`config.mk`:
```
export PLATFORM = sky130hd
export DESIGN_NAME = trace_capture_flat
export DESIGN_NICKNAME = d
export VERILOG_FILES = /design/src/rtl/trace_capture_if.sv /design/src/rtl/trace_capture.sv /design/src/flat_wrapper.sv
export SDC_FILE = /design/constraint.sdc
export NUM_CORES = 1
export LEC_CHECK = 0
export CAP_MARGIN = 20
export CORE_ASPECT_RATIO = 1.25
export CORE_MARGIN = 2
export CORE_UTILIZATION = 60
export CTS_BUF_LIST = sky130_fd_sc_hd__clkbuf_16
export DETAILED_ROUTE_END_ITERATION = 10
export GPL_ROUTABILITY_DRIVEN = 0
export PLACE_DENSITY = 0.89
export SKIP_LAST_GASP = 1
export SLEW_MARGIN = 20
export SYNTH_ARGS = -nofsm -noshare
export SYNTH_HDL_FRONTEND = slang
export SYNTH_SLANG_ARGS = --single-unit
```
`constraint.sdc`:
```
create_clock -name clk -period 18.49 [get_ports clk]
set_clock_uncertainty 0.1 [all_clocks]
set_input_delay 3.698 -clock clk [delete_from_list [all_inputs] [get_ports clk]]
set_output_delay 3.698 -clock clk [all_outputs]
set_load 0.005 [all_outputs]
```
`src/rtl/trace_capture_if.sv`:
```
`default_nettype none
// ============================================================================
// Module   : trace_capture_if
// Purpose  : Debug-bus capture inputs and byte-stream handshake for
//            trace_capture.
// Revision : 1.0  initial release
// ============================================================================
interface trace_capture_if;
    logic        capture_en;
    logic [31:0] pc_debug;
    logic [31:0] instruction_debug;
    logic [31:0] alu_result_debug;
    logic [31:0] mem_data_debug;
    logic        out_valid;
    logic [7:0]  out_data;
    logic        out_ready;

    // Host / core side: drives the debug buses and consumes the stream.
    modport master (
        output capture_en, pc_debug, instruction_debug, alu_result_debug,
               mem_data_debug, out_ready,
        input  out_valid, out_data
    );

    // Trace buffer side.
    modport slave (
        input  capture_en, pc_debug, instruction_debug, alu_result_debug,
               mem_data_debug, out_ready,
        output out_valid, out_data
    );
endinterface
`default_nettype wire

```
`src/rtl/trace_capture.sv`:
```
`default_nettype none
// ============================================================================
// Module   : trace_capture
// Purpose  : Captures 128-bit MIPS debug records into a FIFO and serialises
//            them MSB-byte-first as a valid/ready byte stream.
// Revision : 1.0  initial release
// ============================================================================
module trace_capture #(
    parameter int DEPTH = 8
) (
    input  wire logic                   clk,
    input  wire logic                   reset,
    trace_capture_if.slave              tc,
    input  wire logic                   clear_stats,
    output logic [$clog2(DEPTH):0]      fifo_level,
    output logic                        overflow,
    output logic [15:0]                 drop_count
);

    localparam int              c_AW   = $clog2(DEPTH);
    localparam logic [c_AW:0]   c_FULL = (c_AW+1)'(DEPTH);

    logic [127:0]       r_mem [DEPTH];
    logic [c_AW-1:0]    r_wptr;
    logic [c_AW-1:0]    r_rptr;
    logic [c_AW:0]      r_level;
    logic [3:0]         r_idx;
    logic               r_overflow;
    logic [15:0]        r_drop_count;

    logic               w_full;
    logic               w_push;
    logic               w_drop;
    logic               w_valid;
    logic               w_hs;
    logic               w_pop;
    logic [127:0]       w_head;
    logic [7:0]         w_byte;

    // Fullness uses the pre-edge level, so a same-edge pop never frees a slot.
    assign w_full  = (r_level == c_FULL);
    assign w_push  = tc.capture_en & ~w_full & ~reset;
    assign w_drop  = tc.capture_en &  w_full & ~reset;
    assign w_valid = (r_level != '0);
    assign w_hs    = w_valid & tc.out_ready;
    assign w_pop   = w_hs & (r_idx == 4'd15);

    // Byte k sits at bits [127-8k -: 8]; 15-k equals ~k for a 4-bit index.
    assign w_head  = r_mem[r_rptr];
    assign w_byte  = 8'(w_head >> {~r_idx, 3'b000});

    assign tc.out_valid = w_valid;
    assign tc.out_data  = w_valid ? w_byte : 8'h00;
    assign fifo_level   = r_level;
    assign overflow     = r_overflow;
    assign drop_count   = r_drop_count;

    always_ff @(posedge clk) begin
        if (w_push) begin
            r_mem[r_wptr] <= {tc.pc_debug, tc.instruction_debug,
                              tc.alu_result_debug, tc.mem_data_debug};
        end
    end

    always_ff @(posedge clk) begin
        if (reset) begin
            r_wptr  <= '0;
            r_rptr  <= '0;
            r_level <= '0;
            r_idx   <= '0;
        end else begin
            if (w_push) begin
                r_wptr <= r_wptr + c_AW'(1);
            end
            if (w_hs) begin
                r_idx <= r_idx + 4'd1;
            end
            if (w_pop) begin
                r_rptr <= r_rptr + c_AW'(1);
            end
            case ({w_push, w_pop})
                2'b10:   r_level <= r_level + (c_AW+1)'(1);
                2'b01:   r_level <= r_level - (c_AW+1)'(1);
                default: r_level <= r_level;
            endcase
        end
    end

    // A drop coinciding with clear_stats leaves exactly that one drop counted.
    always_ff @(posedge clk) begin
        if (reset) begin
            r_overflow   <= 1'b0;
            r_drop_count <= '0;
        end else if (clear_stats) begin
            r_overflow   <= w_drop;
            r_drop_count <= {15'd0, w_drop};
        end else if (w_drop) begin
            r_overflow <= 1'b1;
            if (r_drop_count != 16'hFFFF) begin
                r_drop_count <= r_drop_count + 16'd1;
            end
        end
    end

endmodule
`default_nettype wire

```
`src/flat_wrapper.sv`:
```
// flat-port wrapper written by rule: the top's interface ports become plain ports
module trace_capture_flat 
#(
    parameter int DEPTH = 8
)
  (clk, reset, clear_stats, fifo_level, overflow, drop_count, tc_capture_en, tc_pc_debug, tc_instruction_debug, tc_alu_result_debug, tc_mem_data_debug, tc_out_ready, tc_out_valid, tc_out_data);
  trace_capture_if tc_i ();
  input  wire logic clk;
  input  wire logic reset;
  input  wire logic clear_stats;
  output logic [$clog2(DEPTH):0] fifo_level;
  output logic overflow;
  output logic [15:0] drop_count;
  input wire logic [$bits(tc_i.capture_en)-1:0] tc_capture_en;
  input wire logic [$bits(tc_i.pc_debug)-1:0] tc_pc_debug;
  input wire logic [$bits(tc_i.instruction_debug)-1:0] tc_instruction_debug;
  input wire logic [$bits(tc_i.alu_result_debug)-1:0] tc_alu_result_debug;
  input wire logic [$bits(tc_i.mem_data_debug)-1:0] tc_mem_data_debug;
  input wire logic [$bits(tc_i.out_ready)-1:0] tc_out_ready;
  output wire logic [$bits(tc_i.out_valid)-1:0] tc_out_valid;
  output wire logic [$bits(tc_i.out_data)-1:0] tc_out_data;
  assign tc_i.capture_en = tc_capture_en;
  assign tc_i.pc_debug = tc_pc_debug;
  assign tc_i.instruction_debug = tc_instruction_debug;
  assign tc_i.alu_result_debug = tc_alu_result_debug;
  assign tc_i.mem_data_debug = tc_mem_data_debug;
  assign tc_i.out_ready = tc_out_ready;
  assign tc_out_valid = tc_i.out_valid;
  assign tc_out_data = tc_i.out_data;
  trace_capture #(.DEPTH(DEPTH)) u_core (.clk(clk), .reset(reset), .tc(tc_i), .clear_stats(clear_stats), .fifo_level(fifo_level), .overflow(overflow), .drop_count(drop_count));
endmodule
```
Yosys cells after proc, flatten, opt, wreduce, memory -nomap -nowiden
Memories as Yosys holds them, arrays and structs flattened. A register that Yosys moved wholly into a read port is not among the register bits.
Index checks and enable logic that the tools add are counted.
{"block": "word_totals", "in_bits": 133, "output_inout_bits": 30, "n_memories": 1, "reg_bits": 31, "word_cells": 47, "ramBits": 1024}
{"block": "classes", "muxes": 11, "bitwise_logic": 9, "reduce_logical": 7, "eq_ne": 5, "shifts": 1, "n_addsub": 6}
{"name": "u_core.r_mem", "depth": 8, "word_bits": 128, "read_ports": 1, "rd_clocked_by_memory_dff": 1, "write_ports": 1, "line": "trace_capture.sv:23", "rtl": "logic [127:0] r_mem [DEPTH];"}
{"operator": "$shr 128x7->8", "count": 1}
{"operator": "$add 16x1->16 const B", "count": 1}
{"operator": "$ne 16x16->1 const B", "count": 1}
{"operator": "$add 4x1->4 const B", "count": 2}
{"operator": "$eq 4x4->1 const B", "count": 2}
{"operator": "$mux 8", "count": 1}
{"operator": "$pmux 4 s2", "count": 1}
{"operator": "$mux 1", "count": 7}
{"operator": "$add 3x1->3 const B", "count": 2}
{"operator": "$and 1x1->1", "count": 6}
{"operator": "$mux 3", "count": 2}
{"operator": "$reduce_bool 2->1", "count": 3}
{"operator": "$not 4->4", "count": 1}
{"operator": "$reduce_and 2->1", "count": 2}
{"operator": "$reduce_bool 4->1", "count": 1}
{"operator": "$sub 4x1->4 const B", "count": 1}
{"operator": "$eq 2x1->1 const B", "count": 1}
{"operator": "$eq 2x2->1 const B", "count": 1}
{"operator": "$not 1->1", "count": 2}
{"operator": "$reduce_or 2->1", "count": 1}

Longest topological paths before layout
Gate-level depths: netlist (run 1).
{"block": "depth", "word_depth": 6, "mapped_depth": 12, "ltp_nobuf": 11}

Least setup slack after synthesis (run 1)
Ideal clock, no wire load.
{"block": "synth_timing", "path_kind": "in2reg", "start": "input reset", "end": "memory u_core.r_mem[0][0], enable pin", "setup_ps": 772, "path_slack_ps": 4359, "stages": 5, "arrival_time_ps": 13259, "path_buffers": 1, "path_cell_list": "clkbuf_1 > nor2b_1 > a21boi_0 > nand2b_1 > nor3_1"}
{"block": "synth_via", "elab_chain_len": 4}
{"item": "start, declared", "line": "flat_wrapper.sv:9", "rtl": "input wire logic reset;"}
{"item": "$not 1->1", "line": "trace_capture.sv:42", "rtl": "assign w_push = tc.capture_en & ~w_full & ~reset;"}
{"item": "$and 1x1->1", "line": "trace_capture.sv:42"}
{"item": "$mux 1", "line": "trace_capture.sv:59", "rtl": "if (w_push) begin"}
{"item": "$mux 1 (implied by the code)", "line": "trace_capture.sv:60", "rtl": "r_mem[r_wptr] <= {tc.pc_debug, tc.instruction_debug,"}
{"item": "end, declared", "line": "trace_capture.sv:23"}
Every way passes these cells.

==> results of run 1 <==
## layout make-up
cell class | count | share of cell area
clock inverters | 80 | 0.01206
repair buffers | 191 | 0.04119
diodes | 15 | 0.0008129
multi-input cells | 689 | 0.1874
flip-flops and latches | 1058 | 0.6809
well taps | 864 | 0.02341
inverters | 14 | 0.001138
clock buffers | 98 | 0.05311
## synthesized netlist by cell type (all sizes together), types with 2 or more instances
cell     number  area, µm²
and3          3      18.77
a221oi        2      17.52
o221ai        8      76.32
nand3        97      485.5
nand2b       11      68.82
o21ai        13      68.82
or3           4      25.02
inv          14      52.55
nor2         45      168.9
xor2         20      175.2
and4          9      78.83
clkbuf       41      153.9
xnor2         4      35.03
o22ai        37      231.5
nand3b        7      52.55
or2           2      12.51
edfxtp     1024      30750
ha            7      87.58
o2111ai       7      61.31
and3b         2      17.52
and2          5      31.28
a21o          7      52.55
a21oi        13      65.06
mux4        264       5946
dfxtp        34      680.7
nand4        26      162.7
mux2          2      22.52
buf          65      406.6
mux2i        12      120.1
nand2        22      82.58
nor3         11      55.05
nor4bb        4      40.04
a31oi        14      87.58
nor2b        17      106.4
nor3b         4      35.03
## logic make-up (layout without fill, tap and decap cells)
kind of cell | after synthesis | count (layout)
DFF | 1058 | 1058
muxes | 278 | 278
and+or+nand+nor | 272 | 272
buffers and inverters | 120 | 383
AOI/OAI and AO/OA | 108 | 108
xor gates and xnor gates | 24 | 24
adders and majority gates | 7 | 7
other | 0 | 15
## layer usage
layer / share of wire / up-vias
li1: - / 8246
met1: 0.33 / 11040
met2: 0.50 / 1976
met3: 0.10 / 383
met4: 0.068 / 8
met5: 0.00050 / -
## flip-flops by register name, summed over array words and instances, names as in the netlist, named ones only
signal             cells
u_core.drop_count     16
u_core.fifo_level      4
u_core.overflow        1
u_core.r_idx           4
u_core.r_mem        1024
u_core.r_rptr          3
u_core.r_wptr          3
## stage by stage
step                      instance area [µm²]  worst slack (ns)  hold slack [ns]  total power (µW)
after floorplan                         40620             4.359           0.3618              2762
after global placement                  43130             10.02           0.3571              2831
after detailed placement                43130             10.02           0.3585              2841
after CTS                               46140             9.195           0.3690              4720
after global routing                    46160             8.924           0.3975              4812
final                                   46170             9.313           0.3656              4716
## path summary, 6_finish.rpt
check | startpoint | to | depth (start not counted)
max reg2reg | u_core.fifo_level[1] | u_core.r_mem[7][14] | 5
min | u_core.overflow | u_core.overflow | 2
min reg2reg | u_core.overflow | u_core.overflow | 2
max | flip-flop | tc_out_data[2] | 9
## critical path, cell delays in order (launching register included)
cell and delay [ns]:
dfxtp_4 0.77, buf_4 0.87, buf_4 0.87, mux4_2 0.61
o22ai_1 0.22, nor3_1 0.09, a21oi_1 0.32, o22ai_1 0.19
a21o_1 0.22, clkdlybuf4s50_1 0.45
## power by group
part	switching, µW	internal [µW]	total [µW]	leakage [µW]
sequential	11.2	2660	2670	0.00953
combinational	80.2	51.1	131	0.00290
clock	891	1030	1920	0.00154
total	982	3730	4720	0.0140
## cells in the final DEF, fill, tap and decap left out, types with 9 or more instances in the layout
master,instances
nor2b_1,16
nand4_1,26
mux2i_1,12
nor3_1,9
o22ai_1,37
and4_1,9
nand2_1,22
nor2_1,39
o21ai_0,10
inv_1,32
a21oi_1,13
a31oi_1,14
buf_4,24
edfxtp_1,1024
xor2_1,20
clkinv_2,19
nand2b_1,11
nand3_1,97
mux4_2,264
diode_2,15
clkdlybuf4s50_1,162
clkbuf_16,98
dfxtp_1,31
clkinv_1,26
==> qor.yml, run 1 <==
timing.setup.tns_ns: 0
path_class: "flip-flop to primary output"
start_kind: "flip-flop"
netlist_area_mm2: 0.04062
drtIter0Drc: 3873
max_slew_margin: 0.2941
ys_ff_latch: 1058
leakagePower_uw: 0.01397
grt-busiest-layer: "met2"
synth-compound-area-share: 0.01774
drive_above_1_share: 0.2113
yosysUniqueCellTypes: 52
ff_latch_area_mm2: 0.03144
num_vias: 21650
reg2reg_slack_ns: 14.67
grt_use_met2: 0.4941
dieArea_mm2: 0.06982
tightestPinTransition_ns: 1.059
max-vdd-ir-drop_mv: 0.1000
drc_errors: 0
met1_usage: 0.3785
multi_input_area_mm2: 0.008651
clock-sinks: 1058
overflow: 0
hold_path_class: "flip-flop to flip-flop"
hold_buffers: 0
crit_fanout: 51
placed_cells: 2816
htree_levels: 3
antenna_found_initial: 22
arrival_ns: 5.38
ant_nets: 0
setup_viol: 0
cts.path.max_buffers: 3
use_met3: 0.05526
final_max_slew_viol_count: 0
cp-end-kind: "primary output"
synth_xor_area_frac: 0.005174
start_util: 0.6065
avgSynthCellArea_um2: 21.76
cts_made_buffers: 97
synthAdderAreaFrac: 0.002156
synth_top_family_by_area: "multiplexers"
synthMuxAreaShare: 0.1499
outcome: "finished clean"
critPathRequiredTime_ns: 14.69
min_period_over_period: 0.4963
avgViaCountPerCell: 7.196
synth_edf_count: 1024
clk_latency_ns: 0.67
cts_resized: 0
yosysSeqAreaShare: 0.7737
async_flop_share: 0
power-per-cell-area_mw_per_mm2: 102.1
min_period_ns: 9.177
rsz0062_at_grt: "no"
avgRoutedWirePerCell_um: 35.11
portBuffers: 162
synth_ff_type: "edfxtp_1"
cts_root_buffer: "clkbuf_16"
post_cts_buffers: 0
nFillCells: 3608
core_area_mm2: 0.06698
yosys.area_share.simple: 0.03625
routed_wl_um: 105700
dr.pass1.iters: 8
chipWidth_um: 236.7
clk_pin_slew_ns: 0.07
clock.fmax_mhz: 109.0
final_nets: 2191
syn_to_final_growth_pct: 13.67
dpl.hpwl_um: 53680
netlist_instances: 1867
grt_pass1_wl_um: 149400
finalHoldViolCount: 0
grt_max_degree: 134
row_count: 106
final_core_util: 0.6894
die_h_um: 294.9
instances_no_fill: 3009
synth_fp_nets: 2007
maxCapViolCount: 0
yosys_warnings: 0
grt_use_total: 0.2993
grt_pass1_vias: 21510
io_pins: 163
cts_tree: "yes"
Power figures use the tool's default switching activity.
==> run 2: changes to the inputs <==
==> constraint.sdc (replaced) <==
create_clock -name clk -period 8.6 [get_ports clk]
set_clock_uncertainty 0.1 [all_clocks]
set_input_delay 1.72 -clock clk [delete_from_list [all_inputs] [get_ports clk]]
set_output_delay 1.72 -clock clk [all_outputs]
set_load 0.005 [all_outputs]
==> run 2 against run 1 <==
Effect of this change: clock power up 120%; sequential power grew 110%; total power increased by 120%; hold slack improved by 0.019 ns; utilization is 0.41 points higher; via count increased by 0.26%; register-to-register slack worse by 9.8 ns; first-iteration DRC count decreased by 6.5%; sequential share of layout area is 0.40 points lower; final cell count is 0.50% higher; critical endpoint is now tc_out_data[0]; largest cell class unchanged.
==> qor.yml, run 2 (same netlist as run 1, synthesis figures left out) <==
routed_wl_um: 106900
cts_made_buffers: 97
final_area_mm2: 0.04645
r2r-start: "u_core.fifo_level[1]"
final_max_slew_viol_count: 0
layout_common_cells: "edfxtp_1, mux4_2, clkdlybuf4s50_1"
ant_nets: 0
avgRoutedWirePerCell_um: 35.37
dpl.hpwl_um: 56440
outcome: "finished clean"
core_area_mm2: 0.06698
start_util: 0.6065
dieArea_mm2: 0.06982
drc_errors: 0
chipWidth_um: 236.7
min_period_ns: 7.092
grt_pass1_vias: 21770
leakagePower_uw: 0.01406
htree_levels: 3
antenna_found_initial: 17
maxCapViolCount: 0
die_h_um: 294.9
placed_cell_area_mm2: 0.04326
drive_above_1_share: 0.2164
min_period_over_period: 0.8246
overflow: 0
portBuffers: 162
num_vias: 21710
cts_root_buffer: "clkbuf_16"
start_kind: "flip-flop"
final_nets: 2199
hold_ws_ns: 0.3843
hold_buffers: 0
reg2reg_to: "u_core.fifo_level[2]"
dr.pass1.iters: 6
clock.fmax_mhz: 141.0
grt_max_degree: 129
endpoint: "tc_out_data[0]"
hp-start: "u_core.overflow"
grt_use_total: 0.3111
arrival_ns: 5.27
max_slew_margin: 0.2737
cts_resized: 0
cp-end-kind: "primary output"
setup_viol: 0
max-vdd-ir-drop_mv: 0.1885
clock-sinks: 1058
crit_fanout: 65
grt_pass1_wl_um: 154300
tightestPinTransition_ns: 1.090
path_class: "flip-flop to primary output"
reg2reg_slack_ns: 4.85
cts_tree: "yes"
post_cts_buffers: 0
drtIter0Drc: 3620
hold_path_class: "flip-flop to flip-flop"
rsz0062_at_grt: "no"
r2r_cells: 12
power-per-cell-area_mw_per_mm2: 221.9
fin_total_pwr_uw: 10310
syn_to_final_growth_pct: 14.34
row_count: 106
clk_latency_ns: 0.67
top_register: "u_core.r_mem"
layout_commonest_cell: "edfxtp_1"
io_pins: 163
largest_reg_flops: 1024
cts.path.max_buffers: 3
clk_pin_slew_ns: 0.07
avgViaCountPerCell: 7.179
finalHoldViolCount: 0
critPathRequiredTime_ns: 6.78
==> run 2: changes by cell type in the layout (fill, tap and decap cells not counted), moves of 3 or more <==
cell	change
buf_12	+6
bufinv_16	+5
diode_2	+5
clkinv_1	-4
clkinv_2	-4
clkinv_8	+3
clkinvlp_4	+3
inv_6	+3
==> run 2: layer usage <==
metal | share of wire | wire (µm) | GRT usage
met5 | 0.00079 | 85 | 0
met1 | 0.32 | 34680 | 0.3853
met3 | 0.11 | 11450 | 0.06818
met2 | 0.51 | 54070 | 0.5166
met4 | 0.062 | 6659 | 0.1740
==> run 2: worst min path at each step <==
stage | to | depth (start not counted) | slack (ns)
2_1_floorplan | u_core.r_wptr[0] | 2 | 0.36
5_1_grt | u_core.overflow | 2 | 0.43
4_1_cts | u_core.overflow | 2 | 0.39
3_3_place_gp | u_core.overflow | 2 | 0.36
3_5_place_dp | u_core.overflow | 2 | 0.38
6_report | u_core.overflow | 2 | 0.38
==> run 2: report_power, final <==
part	switching [µW]	internal (µW)	leakage, µW
registers	23.0	5710	0.00953
logic	183	111	0.00295
clock network	1930	2350	0.00158
total	2130	8170	0.0141
==> run 2: cell type report <==
type	count	area (µm²)
flip-flops and latches	1058	31440
fillers	3546	20530
multi-input cells	689	8672
clock buffers	98	2452
repair buffers	199	2037
well taps	864	1081
clock inverters	82	661.9
inverters	14	52.55
diodes	20	50.05
==> run 2: worst max-delay path, cell delays in order, from the launching register on <==
cell and delay (ns):
dfxtp_4 0.99, buf_4 0.67, buf_4 0.46, mux4_2 0.28
o22ai_1 0.09, o21ai_0 0.74, nand3_1 0.20, o22ai_1 0.25
a21o_1 0.26, clkdlybuf4s50_1 0.60
==> run 2: per-stage QoR <==
stage / worst slack, ns / util / TNS [ns] / cells
after floorplan: -0.1129 / - / -68.33 / 1867
after global placement: 2.576 / 0.6457 / 0 / 2822
after detailed placement: 2.419 / 0.6460 / 0 / 2823
after CTS: 1.652 / 0.6925 / 0 / 3003
after global routing: 1.563 / 0.6931 / 0 / 3014
final: 1.508 / 0.6935 / 0 / 3024
